$ cat src/rtl/ifetch_if.sv
// Instruction-fetch bus bundle: imem request/response, branch redirect and decode handshake.
// The IFETCH_PERF_EN macro adds the perf_fetch_o/perf_stall_o counter outputs.
interface ifetch_if #(
    parameter int WORD = 32
);
    logic            imem_req_o;
    logic [WORD-1:0] imem_addr_o;
    logic            imem_ack_i;
    logic [WORD-1:0] imem_rdata_i;
    logic            br_i;
    logic [WORD-1:0] br_addr_i;
    logic            v_o;
    logic [WORD-1:0] inst_o;
    logic [WORD-1:0] pc_o;
    logic            stall_i;
`ifdef IFETCH_PERF_EN
    logic [WORD-1:0] perf_fetch_o;
    logic [WORD-1:0] perf_stall_o;

    modport master (
        output imem_req_o, imem_addr_o,
        input  imem_ack_i, imem_rdata_i,
        input  br_i, br_addr_i,
        output v_o, inst_o, pc_o,
        input  stall_i,
        output perf_fetch_o, perf_stall_o
    );
    modport slave (
        input  imem_req_o, imem_addr_o,
        output imem_ack_i, imem_rdata_i,
        output br_i, br_addr_i,
        input  v_o, inst_o, pc_o,
        output stall_i,
        input  perf_fetch_o, perf_stall_o
    );
`else
    modport master (
        output imem_req_o, imem_addr_o,
        input  imem_ack_i, imem_rdata_i,
        input  br_i, br_addr_i,
        output v_o, inst_o, pc_o,
        input  stall_i
    );
    modport slave (
        input  imem_req_o, imem_addr_o,
        output imem_ack_i, imem_rdata_i,
        output br_i, br_addr_i,
        input  v_o, inst_o, pc_o,
        output stall_i
    );
`endif
endinterface

$ cat src/rtl/ifetch.sv
// Instruction fetch stage: PC owner, single-outstanding imem requester, 1-entry skid, branch flush.
// Optional IFETCH_PERF_EN adds fetch/stall event counters.
module ifetch #(
    parameter int              WORD     = 32,
    parameter logic [WORD-1:0] RESET_PC = '0,
    parameter logic [WORD-1:0] PC_INC   = 4
) (
    input logic     clk,
    input logic     rst,
    ifetch_if.master bus
);

    typedef enum logic [1:0] {RUN, BLOCK, DRAIN} state_t;

    state_t          state, state_nx;
    logic [WORD-1:0] pc_r, pc_nx;
    logic [WORD-1:0] tgt_r, tgt_nx;
    logic            vld_p1, vld_nx;
    logic [WORD-1:0] inst_p1, inst_nx;
    logic [WORD-1:0] pc_p1, pc_out_nx;
    logic            skid_vld, skid_vld_nx;
    logic [WORD-1:0] skid_inst, skid_inst_nx;
    logic [WORD-1:0] skid_pc, skid_pc_nx;
    logic            req, ack, keep, out_free;

    // Request is gated by reset so an in-flight transaction is simply dropped.
    assign req      = (((state == RUN) && !skid_vld) || (state == DRAIN)) && !rst;
    assign ack      = req && bus.imem_ack_i;
    assign keep     = ack && (state == RUN) && !bus.br_i;
    assign out_free = !vld_p1 || !bus.stall_i;

    always_comb begin
        state_nx     = state;
        pc_nx        = pc_r;
        tgt_nx       = tgt_r;
        vld_nx       = vld_p1;
        inst_nx      = inst_p1;
        pc_out_nx    = pc_p1;
        skid_vld_nx  = skid_vld;
        skid_inst_nx = skid_inst;
        skid_pc_nx   = skid_pc;

        if (out_free) begin
            if (skid_vld) begin
                vld_nx      = 1'b1;
                inst_nx     = skid_inst;
                pc_out_nx   = skid_pc;
                skid_vld_nx = 1'b0;
            end else if (keep) begin
                vld_nx    = 1'b1;
                inst_nx   = bus.imem_rdata_i;
                pc_out_nx = pc_r;
            end else begin
                vld_nx = 1'b0;
            end
        end
        if (keep && !(out_free && !skid_vld)) begin
            skid_vld_nx  = 1'b1;
            skid_inst_nx = bus.imem_rdata_i;
            skid_pc_nx   = pc_r;
        end

        case (state)
            RUN: begin
                if (ack) pc_nx = pc_r + PC_INC;
                if (skid_vld_nx) state_nx = BLOCK;
            end
            BLOCK: begin
                if (out_free) state_nx = RUN;
            end
            DRAIN: begin
                if (ack) begin
                    pc_nx    = tgt_r;
                    state_nx = RUN;
                end
            end
            default: state_nx = RUN;
        endcase

        // Redirect overrides everything: flush both output slots and retarget.
        if (bus.br_i) begin
            vld_nx      = 1'b0;
            skid_vld_nx = 1'b0;
            case (state)
                RUN: begin
                    if (req && !ack) begin
                        tgt_nx   = bus.br_addr_i;
                        pc_nx    = pc_r;
                        state_nx = DRAIN;
                    end else begin
                        pc_nx    = bus.br_addr_i;
                        state_nx = RUN;
                    end
                end
                DRAIN: begin
                    tgt_nx = bus.br_addr_i;
                    if (ack) begin
                        pc_nx    = bus.br_addr_i;
                        state_nx = RUN;
                    end
                end
                default: begin
                    pc_nx    = bus.br_addr_i;
                    state_nx = RUN;
                end
            endcase
        end
    end

    always_ff @(posedge clk) begin
        if (rst) begin
            state    <= RUN;
            pc_r     <= RESET_PC;
            vld_p1   <= 1'b0;
            inst_p1  <= '0;
            pc_p1    <= '0;
            skid_vld <= 1'b0;
        end else begin
            state    <= state_nx;
            pc_r     <= pc_nx;
            vld_p1   <= vld_nx;
            inst_p1  <= inst_nx;
            pc_p1    <= pc_out_nx;
            skid_vld <= skid_vld_nx;
        end
    end

    always_ff @(posedge clk) begin
        tgt_r     <= tgt_nx;
        skid_inst <= skid_inst_nx;
        skid_pc   <= skid_pc_nx;
    end

    assign bus.imem_req_o  = req;
    assign bus.imem_addr_o = pc_r;
    assign bus.v_o         = vld_p1;
    assign bus.inst_o      = inst_p1;
    assign bus.pc_o        = pc_p1;

`ifdef IFETCH_PERF_EN
    logic [WORD-1:0] perf_fetch, perf_stall;

    always_ff @(posedge clk) begin
        if (rst) begin
            perf_fetch <= '0;
            perf_stall <= '0;
        end else begin
            if (keep) perf_fetch <= perf_fetch + 1'b1;
            if (vld_p1 && bus.stall_i) perf_stall <= perf_stall + 1'b1;
        end
    end

    assign bus.perf_fetch_o = perf_fetch;
    assign bus.perf_stall_o = perf_stall;
`endif

endmodule
$ cat src/flat_wrapper.sv
// flat-port wrapper written by rule: the top's interface ports become plain ports
module ifetch_flat 
#(
    parameter int              WORD     = 32,
    parameter logic [WORD-1:0] RESET_PC = '0,
    parameter logic [WORD-1:0] PC_INC   = 4
)
  (clk, rst, bus_imem_req_o, bus_imem_addr_o, bus_imem_ack_i, bus_imem_rdata_i, bus_br_i, bus_br_addr_i, bus_v_o, bus_inst_o, bus_pc_o, bus_stall_i);
  ifetch_if #(.WORD(WORD)) bus_i ();
  input logic clk;
  input logic rst;
  output wire logic [$bits(bus_i.imem_req_o)-1:0] bus_imem_req_o;
  output wire logic [$bits(bus_i.imem_addr_o)-1:0] bus_imem_addr_o;
  input wire logic [$bits(bus_i.imem_ack_i)-1:0] bus_imem_ack_i;
  input wire logic [$bits(bus_i.imem_rdata_i)-1:0] bus_imem_rdata_i;
  input wire logic [$bits(bus_i.br_i)-1:0] bus_br_i;
  input wire logic [$bits(bus_i.br_addr_i)-1:0] bus_br_addr_i;
  output wire logic [$bits(bus_i.v_o)-1:0] bus_v_o;
  output wire logic [$bits(bus_i.inst_o)-1:0] bus_inst_o;
  output wire logic [$bits(bus_i.pc_o)-1:0] bus_pc_o;
  input wire logic [$bits(bus_i.stall_i)-1:0] bus_stall_i;
  assign bus_imem_req_o = bus_i.imem_req_o;
  assign bus_imem_addr_o = bus_i.imem_addr_o;
  assign bus_i.imem_ack_i = bus_imem_ack_i;
  assign bus_i.imem_rdata_i = bus_imem_rdata_i;
  assign bus_i.br_i = bus_br_i;
  assign bus_i.br_addr_i = bus_br_addr_i;
  assign bus_v_o = bus_i.v_o;
  assign bus_inst_o = bus_i.inst_o;
  assign bus_pc_o = bus_i.pc_o;
  assign bus_i.stall_i = bus_stall_i;
  ifetch #(.WORD(WORD), .RESET_PC(RESET_PC), .PC_INC(PC_INC)) u_core (.clk(clk), .rst(rst), .bus(bus_i));
endmodule
$ cat config.mk
export PLATFORM = sky130hd
export DESIGN_NAME = ifetch_flat
export DESIGN_NICKNAME = d
export VERILOG_FILES = /design/src/rtl/ifetch_if.sv /design/src/rtl/ifetch.sv /design/src/flat_wrapper.sv
export SDC_FILE = /design/constraint.sdc
export NUM_CORES = 1
export LEC_CHECK = 0
export CORE_AREA = 2 2 132 166
export CTS_BUF_LIST = sky130_fd_sc_hd__clkbuf_4 sky130_fd_sc_hd__clkbuf_8
export DETAILED_ROUTE_END_ITERATION = 10
export DIE_AREA = 0 0 134 168
export PLACE_DENSITY = 0.66
export SLEW_MARGIN = 20
export SYNTH_ARGS = -nofsm -noshare
export SYNTH_HDL_FRONTEND = slang
export SYNTH_SLANG_ARGS = --single-unit
$ cat constraint.sdc
create_clock -name clk -period 11.8 [get_ports clk]
set_clock_uncertainty 0.05 [all_clocks]
set_input_delay 1.18 -clock clk [delete_from_list [all_inputs] [get_ports clk]]
set_output_delay 1.18 -clock clk [all_outputs]
set_load 0.1 [all_outputs]
Word level (Yosys, flattened, before mapping) --
Cells that the tools add are included.
Storage, ports and cells: register bits 196, logic and storage cells 62
Operators by class: mux-type cells 25, $add $sub $neg 1, reduce and logical (&&, ||, !) cells 23, equal/unequal tests 4
Operators by type and width (number):
- two-way mux 32 bit | 10
- case mux 32 bit (2 select lines) | 3
- adder 32 x 3 -> 32 bit, second input constant | 1
- two-way mux 2 bit | 6
- logical AND 1 bit | 8
- zero test 1 bit | 7
- case mux 2 bit (3 select lines) | 1
- two-way mux 1 bit | 4
- case mux 2 bit (2 select lines) | 1
- nonzero test 2 bit | 2
- inequality test 3 bit, second input constant | 1
- AND reduction 3 bit | 1
- equality test 2 x 1 -> 1 bit, second input constant | 1
- equality test 2 bit, second input constant | 1
- zero test 2 bit | 1
- logical OR 1 bit | 2
- inequality test 2 bit, second input constant | 1
- AND reduction 2 bit | 1
- OR reduction 2 bit | 1

Longest topological paths before layout --
Gate-level depths: netlist of run 1.
depth in word-level cells 14, depth in mapped cells 9

Worst setup path before layout of run 1 --
Ideal clock, no wire load.
path type input -> register, start in rst, end reg u_core.tgt_r[0], enable pin, path slack 5.298 ns, library setup time 0.461 ns, required time 11.289 ns, path buffers 1, stages on the path 4, arrival time 5.992 ns, cell sequence clkbuf_1 nor3_1 a21oi_1 nor3_1
Between the ends: cells in the longest elaborated chain, start to end 7
RTL lines:
- from (decl) | RTL line flat_wrapper.sv:11 | input logic rst;
- zero test 1 bit (*) | RTL line ifetch.sv:27 | assign req = (((state == RUN) && !skid_vld) || (state == DRAIN)) && !rst;
- logical AND 1 bit (*) | RTL line ifetch.sv:27
- named net bus_imem_req_o | RTL line flat_wrapper.sv:12 | output wire logic [$bits(bus_i.imem_req_o)-1:0] bus_imem_req_o;
- logical AND 1 bit | RTL line ifetch.sv:28 | assign ack = req && bus.imem_ack_i;
- zero test 1 bit | RTL line ifetch.sv:86 | if (req && !ack) begin
- logical AND 1 bit (*) | RTL line ifetch.sv:86
- inequality test 2 bit (no source line) (*)
- AND reduction 3 bit (no source line) (*)
- to (signal assigned) | RTL line ifetch.sv:129 | tgt_r <= tgt_nx;
- to (decl) | RTL line ifetch.sv:17 | logic [WORD-1:0] tgt_r, tgt_nx;
The timed path passes the listed nets; every way through them passes the cells marked *. A chain may end at the register's enable or synchronous reset.

Worst setup path in the final report of run 1 --
start in rst, end out bus_imem_req_o
Between the ends: cells in the longest elaborated chain, start to end 2
RTL lines (RTL line):
- zero test 1 bit | ifetch.sv:27
- logical AND 1 bit | ifetch.sv:27
- to (decl) | flat_wrapper.sv:12
No other way between the ends.

==> results of run 1 <==
synth_stat cells (12+ instances only):
| master | n | area [um^2] |
|---|---|---|
| clkbuf_1 | 33 | 124 |
| nor3_1 | 12 | 60.1 |
| nand2_1 | 35 | 131 |
| a21oi_1 | 34 | 170 |
| nand3_1 | 18 | 90.1 |
| o21ai_0 | 24 | 120 |
| edfxtp_1 | 96 | 2880 |
| buf_2 | 23 | 115 |
| dfxtp_1 | 100 | 2000 |
| mux2i_1 | 72 | 721 |
| nor2_1 | 94 | 353 |
| a211oi_1 | 66 | 495 |
worst paths after layout:
path | start | endpoint | slack, ns | cells past startpoint
min | u_core.bus.inst_o[27]$_SDFFE_PP0P_ | u_core.bus.inst_o[27]$_SDFFE_PP0P_ | 0.45 | 2
min reg2reg | u_core.bus.inst_o[27]$_SDFFE_PP0P_ | u_core.bus.inst_o[27]$_SDFFE_PP0P_ | 0.45 | 2
max reg2reg | u_core.state[1]$_SDFF_PP0_ | u_core.bus.pc_o[10]$_SDFFE_PP0P_ | 8.01 | 6
max | rst | bus_imem_req_o | 7.44 | 3
critical path, stage by stage:
cell and delay, ns:
buf_4 0.27, nor3_1 0.45, clkdlybuf4s50_1 1.22
layout by cell type, fill, tap and decap left out, types with 3 or more instances in the layout:
cell,synthesis,layout
and3_1,10,10
dfxtp_1,100,99
a221o_1,3,3
a31oi_1,7,6
nand2b_1,5,5
a22o_1,6,6
o21a_1,5,5
nor4_1,8,8
a221oi_1,6,6
mux2i_1,72,72
edfxtp_1,96,96
a21o_1,6,6
o21ai_0,24,24
inv_1,10,10
buf_4,2,9
clkinvlp_4,0,3
o211ai_1,8,8
o2bb2ai_1,5,5
xor2_1,6,6
a22oi_1,4,4
a2111oi_0,6,6
clkdlybuf4s50_1,0,165
o31ai_1,6,6
nor3_1,12,11
a21oi_1,34,34
and2_1,5,5
and4_1,3,3
nand3_1,18,18
or4_1,4,4
o22ai_1,6,6
nor2_1,94,92
nand4_1,8,8
clkbuf_8,0,19
nand2_1,35,35
or3_1,4,4
a211oi_1,66,66
where the power goes:
group / internal [W] / total, W / switching, W / leakage [nW]
Sequential: 0.000741 / 0.000776 / 0.0000344 / 1.70
Combinational: 0.0000943 / 0.000334 / 0.000240 / 1.56
Clock: 0.000206 / 0.000447 / 0.000241 / 0.203
Total: 0.00104 / 0.00156 / 0.000515 / 3.47
registers in the layout, indices dropped and copies added (netlist names):
signal / count
u_core.bus.pc_o: 32
u_core.tgt_r: 32
u_core.skid_vld: 1
u_core.bus.inst_o: 32
u_core.skid_inst: 32
u_core.bus.v_o: 1
u_core.state: 2
u_core.skid_pc: 32
u_core.bus.imem_addr_o: 32
cell type report:
class,count,area [um^2]
Multi-Input combinational cell,522,3520
Fill cell,1901,10100
Sequential cell,196,4890
Antenna cell,1,2.50
Inverter,10,37.5
Clock inverter,12,145
Tap cell,279,349
Clock buffer,20,269
Timing Repair Buffer,175,1750
per-layer routing:
layer	GRT usage, %	part of all wire (%)	vias up
met5	0	0	-
met4	8.42	2.5	0
met3	3.28	5.5	35
met2	33.0	49	237
met1	26.8	44	3274
li1	-	-	3284
through the flow:
stage	util, %	std cells	power [W]
after floorplan	-	792	0.00102
after global placement	49.8	1180	0.00112
after detailed placement	49.9	1181	0.00113
after CTS	51.9	1213	0.00157
after global routing	51.9	1215	0.00162
final	51.9	1215	0.00156
cell families after synthesis:
logic type	Yosys count	synth area share, %
AO/OA/AOI/OAI	217	17.8
XOR/XNOR	7	0.707
AND/OR/NAND/NOR	224	12.9
buffers and inverters	74	3.71
multiplexers	73	8.44
flip-flops	196	56.3
adder cells (fa/ha/maj)	1	0.144
==> flow_summary.toml, run 1 <==
[run_status]
status = "completed"

[timing]
clock.fmax_mhz = 229
fin_hold_ws_ns = 0.451
worstMarginPinSlew_ns = 1.05
setup_tns_ns = 0
rsz0062_at_grt = "no"
fin_crit_ns = 4.37
finalHoldViolCount = 0
relSlewSlack_pct = 29.8
fin_ws_ns = 7.44
timing.final.crit_share_pct = 37.0
drv_slew = 0
setup_viol = 0

[floorplanning]
dieArea_mm2 = 0.0225
fp-row-count = 60
die_x_um = 134
core_area_mm2 = 0.0211
die_height_um = 168
initial_core_util_pct = 41.1
ios = 167

[yosys]
syn_inst = 792
syn-cell-area_mm2 = 0.00867
synth.avg_cell_area_um2 = 10.9
synth_nets = 862
synth_seq_cells = 196
synthFlopType = "dfxtp_1"
async_reset_ff_share_pct = 0
yosys_warnings = 0
synth_enable_flop_cells = 96
yosysSeqAreaShare_pct = 56.3
synth_cell_types = 72

[worst_setup_path]
critPathMaxFanout = 46
cp.required_ns = 10.57
start_kind = "primary input"
endpoint_kind = "output port"
critPathArrivalTime_ns = 3.14
timing_worst_setup_path_type = "in2out"

[drt]
routed-via-count = 6830
drtIter0Drc = 533
dr.pass1.iters = 7
routed_wirelength_mm = 22.8
avgRoutedWirePerCell_um = 18.7
drc = 0
ant_nets = 0
vias_per_cell = 5.62

[power_and_ir_drop]
leakagePower_nw = 3.47
irDropWorstVdd_mv = 0.0668
p_per_area_mw_per_mm2 = 142

[clock_tree]
cts_tree = "done"
postCtsSetupRepairBufs = 0
path_clk_slew_ns = 0.09
clk_latency_ns = 0.47
post_cts_resized = 0
cts.sinks = 196
cts-root-buf = "clkbuf_8"
hold_buffers = 0
max-clock-path-buffers = 2
cts_made_buffers = 17
ctsHtreeMaxLevel = 4

[min_path]
min_path_type = "reg2reg"

[run]
cap_violations = 0

[global_routing]
antenna_found_initial = 1
grt_pass1_wl_mm = 35.9
grt_overflow_total = 0
grt_max_degree = 79
grt_usage_pct = 20.3
grt_pass1_vias = 6481

[placement]
postPlaceCellArea_mm2 = 0.0105
dp_hpwl_mm = 15.2
dp_slack_ns = 7.35
gp_congestion = 0.893
portBuffers = 166

[layout]
layout.nets = 992
layout-drive-gt1-share_pct = 6.52
areaGrowthSynthToFinish_pct = 26.4
fin_area_mm2 = 0.0110
No activity file was read; power rests on OpenSTA's default activity.
==> run 2, diff against run 1 <==
- clock period: 11.8 -> 4.5 ns (I/O delays scaled with it)
==> flow_summary.toml, run 2 (synthesis results as in run 1) <==
[timing]
fin_hold_ws_ns = 0.379
rsz0062_at_grt = "no"
clock.fmax_mhz = 302
setup_tns_ns = 0
setup_viol = 0
finalHoldViolCount = 0
fin_crit_ns = 3.31
relSlewSlack_pct = 30.4
timing.final.crit_share_pct = 73.6
worstMarginPinSlew_ns = 1.04
drv_slew = 0
fin_ws_ns = 1.19

[worst_setup_path]
critPathMaxFanout = 20
cp.required_ns = 4.00
endpoint_kind = "output port"
critical_path.top_delay_family = "buffers and inverters"
crit_buf_inv = 1
timing_worst_setup_path_type = "reg2out"
crit_slowest_cell = "clkdlybuf4s50_1"
start_kind = "register"
r2r_start = "u_core.state[1]$_SDFF_PP0_"
r2r_end = "u_core.bus.imem_addr_o[27]$_SDFFE_PP0P_"
cp_cell_sequence = "nor2b_2 -> nor3_2 -> clkdlybuf4s50_1"
max_stage_delay_ns = 1.20
critPathArrivalTime_ns = 2.81
ff2ff_path_depth = 6
rrSetupSlack_ns = 1.59

[floorplanning]
die_height_um = 168
die_x_um = 134
initial_core_util_pct = 41.1
fp-row-count = 60
ios = 167
core_area_mm2 = 0.0211
dieArea_mm2 = 0.0225

[drt]
ant_nets = 0
routed_wirelength_mm = 22.8
routed-via-count = 6821
drc = 0
vias_per_cell = 5.58
drtIter0Drc = 509
dr.pass1.iters = 5
avgRoutedWirePerCell_um = 18.7

[layout]
layout-drive-gt1-share_pct = 7.42
mostFrequentLayoutCells = "165 x clkdlybuf4s50_1, 99 x dfxtp_1, 96 x edfxtp_1"
layout.nets = 1001
fill_cells = 1893
antennaDiodeCount = 0
layout_commonest_cell = "clkdlybuf4s50_1"
areaGrowthSynthToFinish_pct = 27.2

[run_status]
status = "completed"

[clock_tree]
clk_latency_ns = 0.47
hold_buffers = 0
cts_made_buffers = 17
post_cts_resized = 0
ctsHtreeMaxLevel = 4
path_clk_slew_ns = 0.09
postCtsSetupRepairBufs = 0
cts-root-buf = "clkbuf_8"
max-clock-path-buffers = 2
cts_tree = "done"
cts.sinks = 196

[placement]
dp_slack_ns = 1.20
dp_hpwl_mm = 15.6
portBuffers = 166
gp_congestion = 0.883

[min_path]
whs_endpoint = "u_core.state[1]$_SDFF_PP0_"
min_from = "rst"
min_path_type = "in2reg"
hold_depth = 2

[run]
cap_violations = 0

[global_routing]
grt_pass1_wl_mm = 36.3
grt_overflow_total = 0
antenna_found_initial = 0
grt_max_degree = 61
grt_usage_pct = 20.4
grt_pass1_vias = 6539

[power_and_ir_drop]
irDropWorstVdd_mv = 0.234
p_per_area_mw_per_mm2 = 371
leakagePower_nw = 3.51
## run 2: cell count changes in the layout (fill, tap and decap cells not counted), sizes merged
cell      delta
buf          +9
clkbuf       -2
clkinv       +2
clkinvlp     -1
diode        -1
inv          +1
## run 2: area by class of cell
class / instances / area (um^2) / area share [%]
timing repair buffer: 184 / 1820 / 16.5
clock inverter: 14 / 173 / 1.57
tap: 279 / 349 / 3.17
clock buffer: 18 / 241 / 2.19
inverter: 10 / 37.5 / 0.340
multi-input combinational: 522 / 3520 / 31.9
sequential: 196 / 4890 / 44.3
## run 2: stage by stage
step	instance area, um^2	std cells	total power (W)	utilization, %
after global placement	10600	1191	0.00295	50.3
final	11000	1223	0.00409	52.3
after floorplan	8680	792	0.00268	-
after CTS	11000	1223	0.00413	52.3
after global routing	11000	1223	0.00425	52.3
after detailed placement	10600	1191	0.00296	50.3
## run 2: power breakdown
| group | internal [W] | switching, W | leakage [nW] | total (W) |
|---|---|---|---|---|
| clock network | 0.000518 | 0.000660 | 0.204 | 0.00118 |
| registers | 0.00194 | 0.0000900 | 1.70 | 0.00203 |
| logic | 0.000251 | 0.000631 | 1.61 | 0.000882 |
## run 2: worst reg2reg max path, cell delays in order (launching register included)
cell and delay, ns:
dfxtp_1 0.78, nand2b_1 0.36, o21ai_2 0.57, buf_4 0.44, o21ai_0 0.16, or2_2 0.35, o311ai_0 0.09
## run 2: how the worst max path moves through the flow
| stage | cells after the start | slack, ns | start | end |
|---|---|---|---|---|
| after detailed placement | 6 | 1.20 | bus_br_i | u_core.bus.imem_addr_o[6]$_SDFFE_PP0P_ |
| after global placement | 6 | 1.19 | bus_br_i | u_core.bus.imem_addr_o[6]$_SDFFE_PP0P_ |
| after floorplan | 2 | 0.11 | u_core.bus.v_o$_SDFFE_PP0N_ | u_core.skid_inst[0]$_DFFE_PP_ |
| after global routing | 3 | 1.00 | u_core.state[1]$_SDFF_PP0_ | bus_imem_req_o |
| final | 3 | 1.19 | u_core.state[1]$_SDFF_PP0_ | bus_imem_req_o |
| after CTS | 3 | 1.18 | u_core.state[1]$_SDFF_PP0_ | bus_imem_req_o |
## run 2: routing by layer
layer	track usage [%]	vias up	part of all wire (%)
met5	0	-	0
met1	26.8	3274	44
li1	-	3300	-
met4	6.80	0	2.0
met2	34.0	220	50
met3	3.64	27	4.1
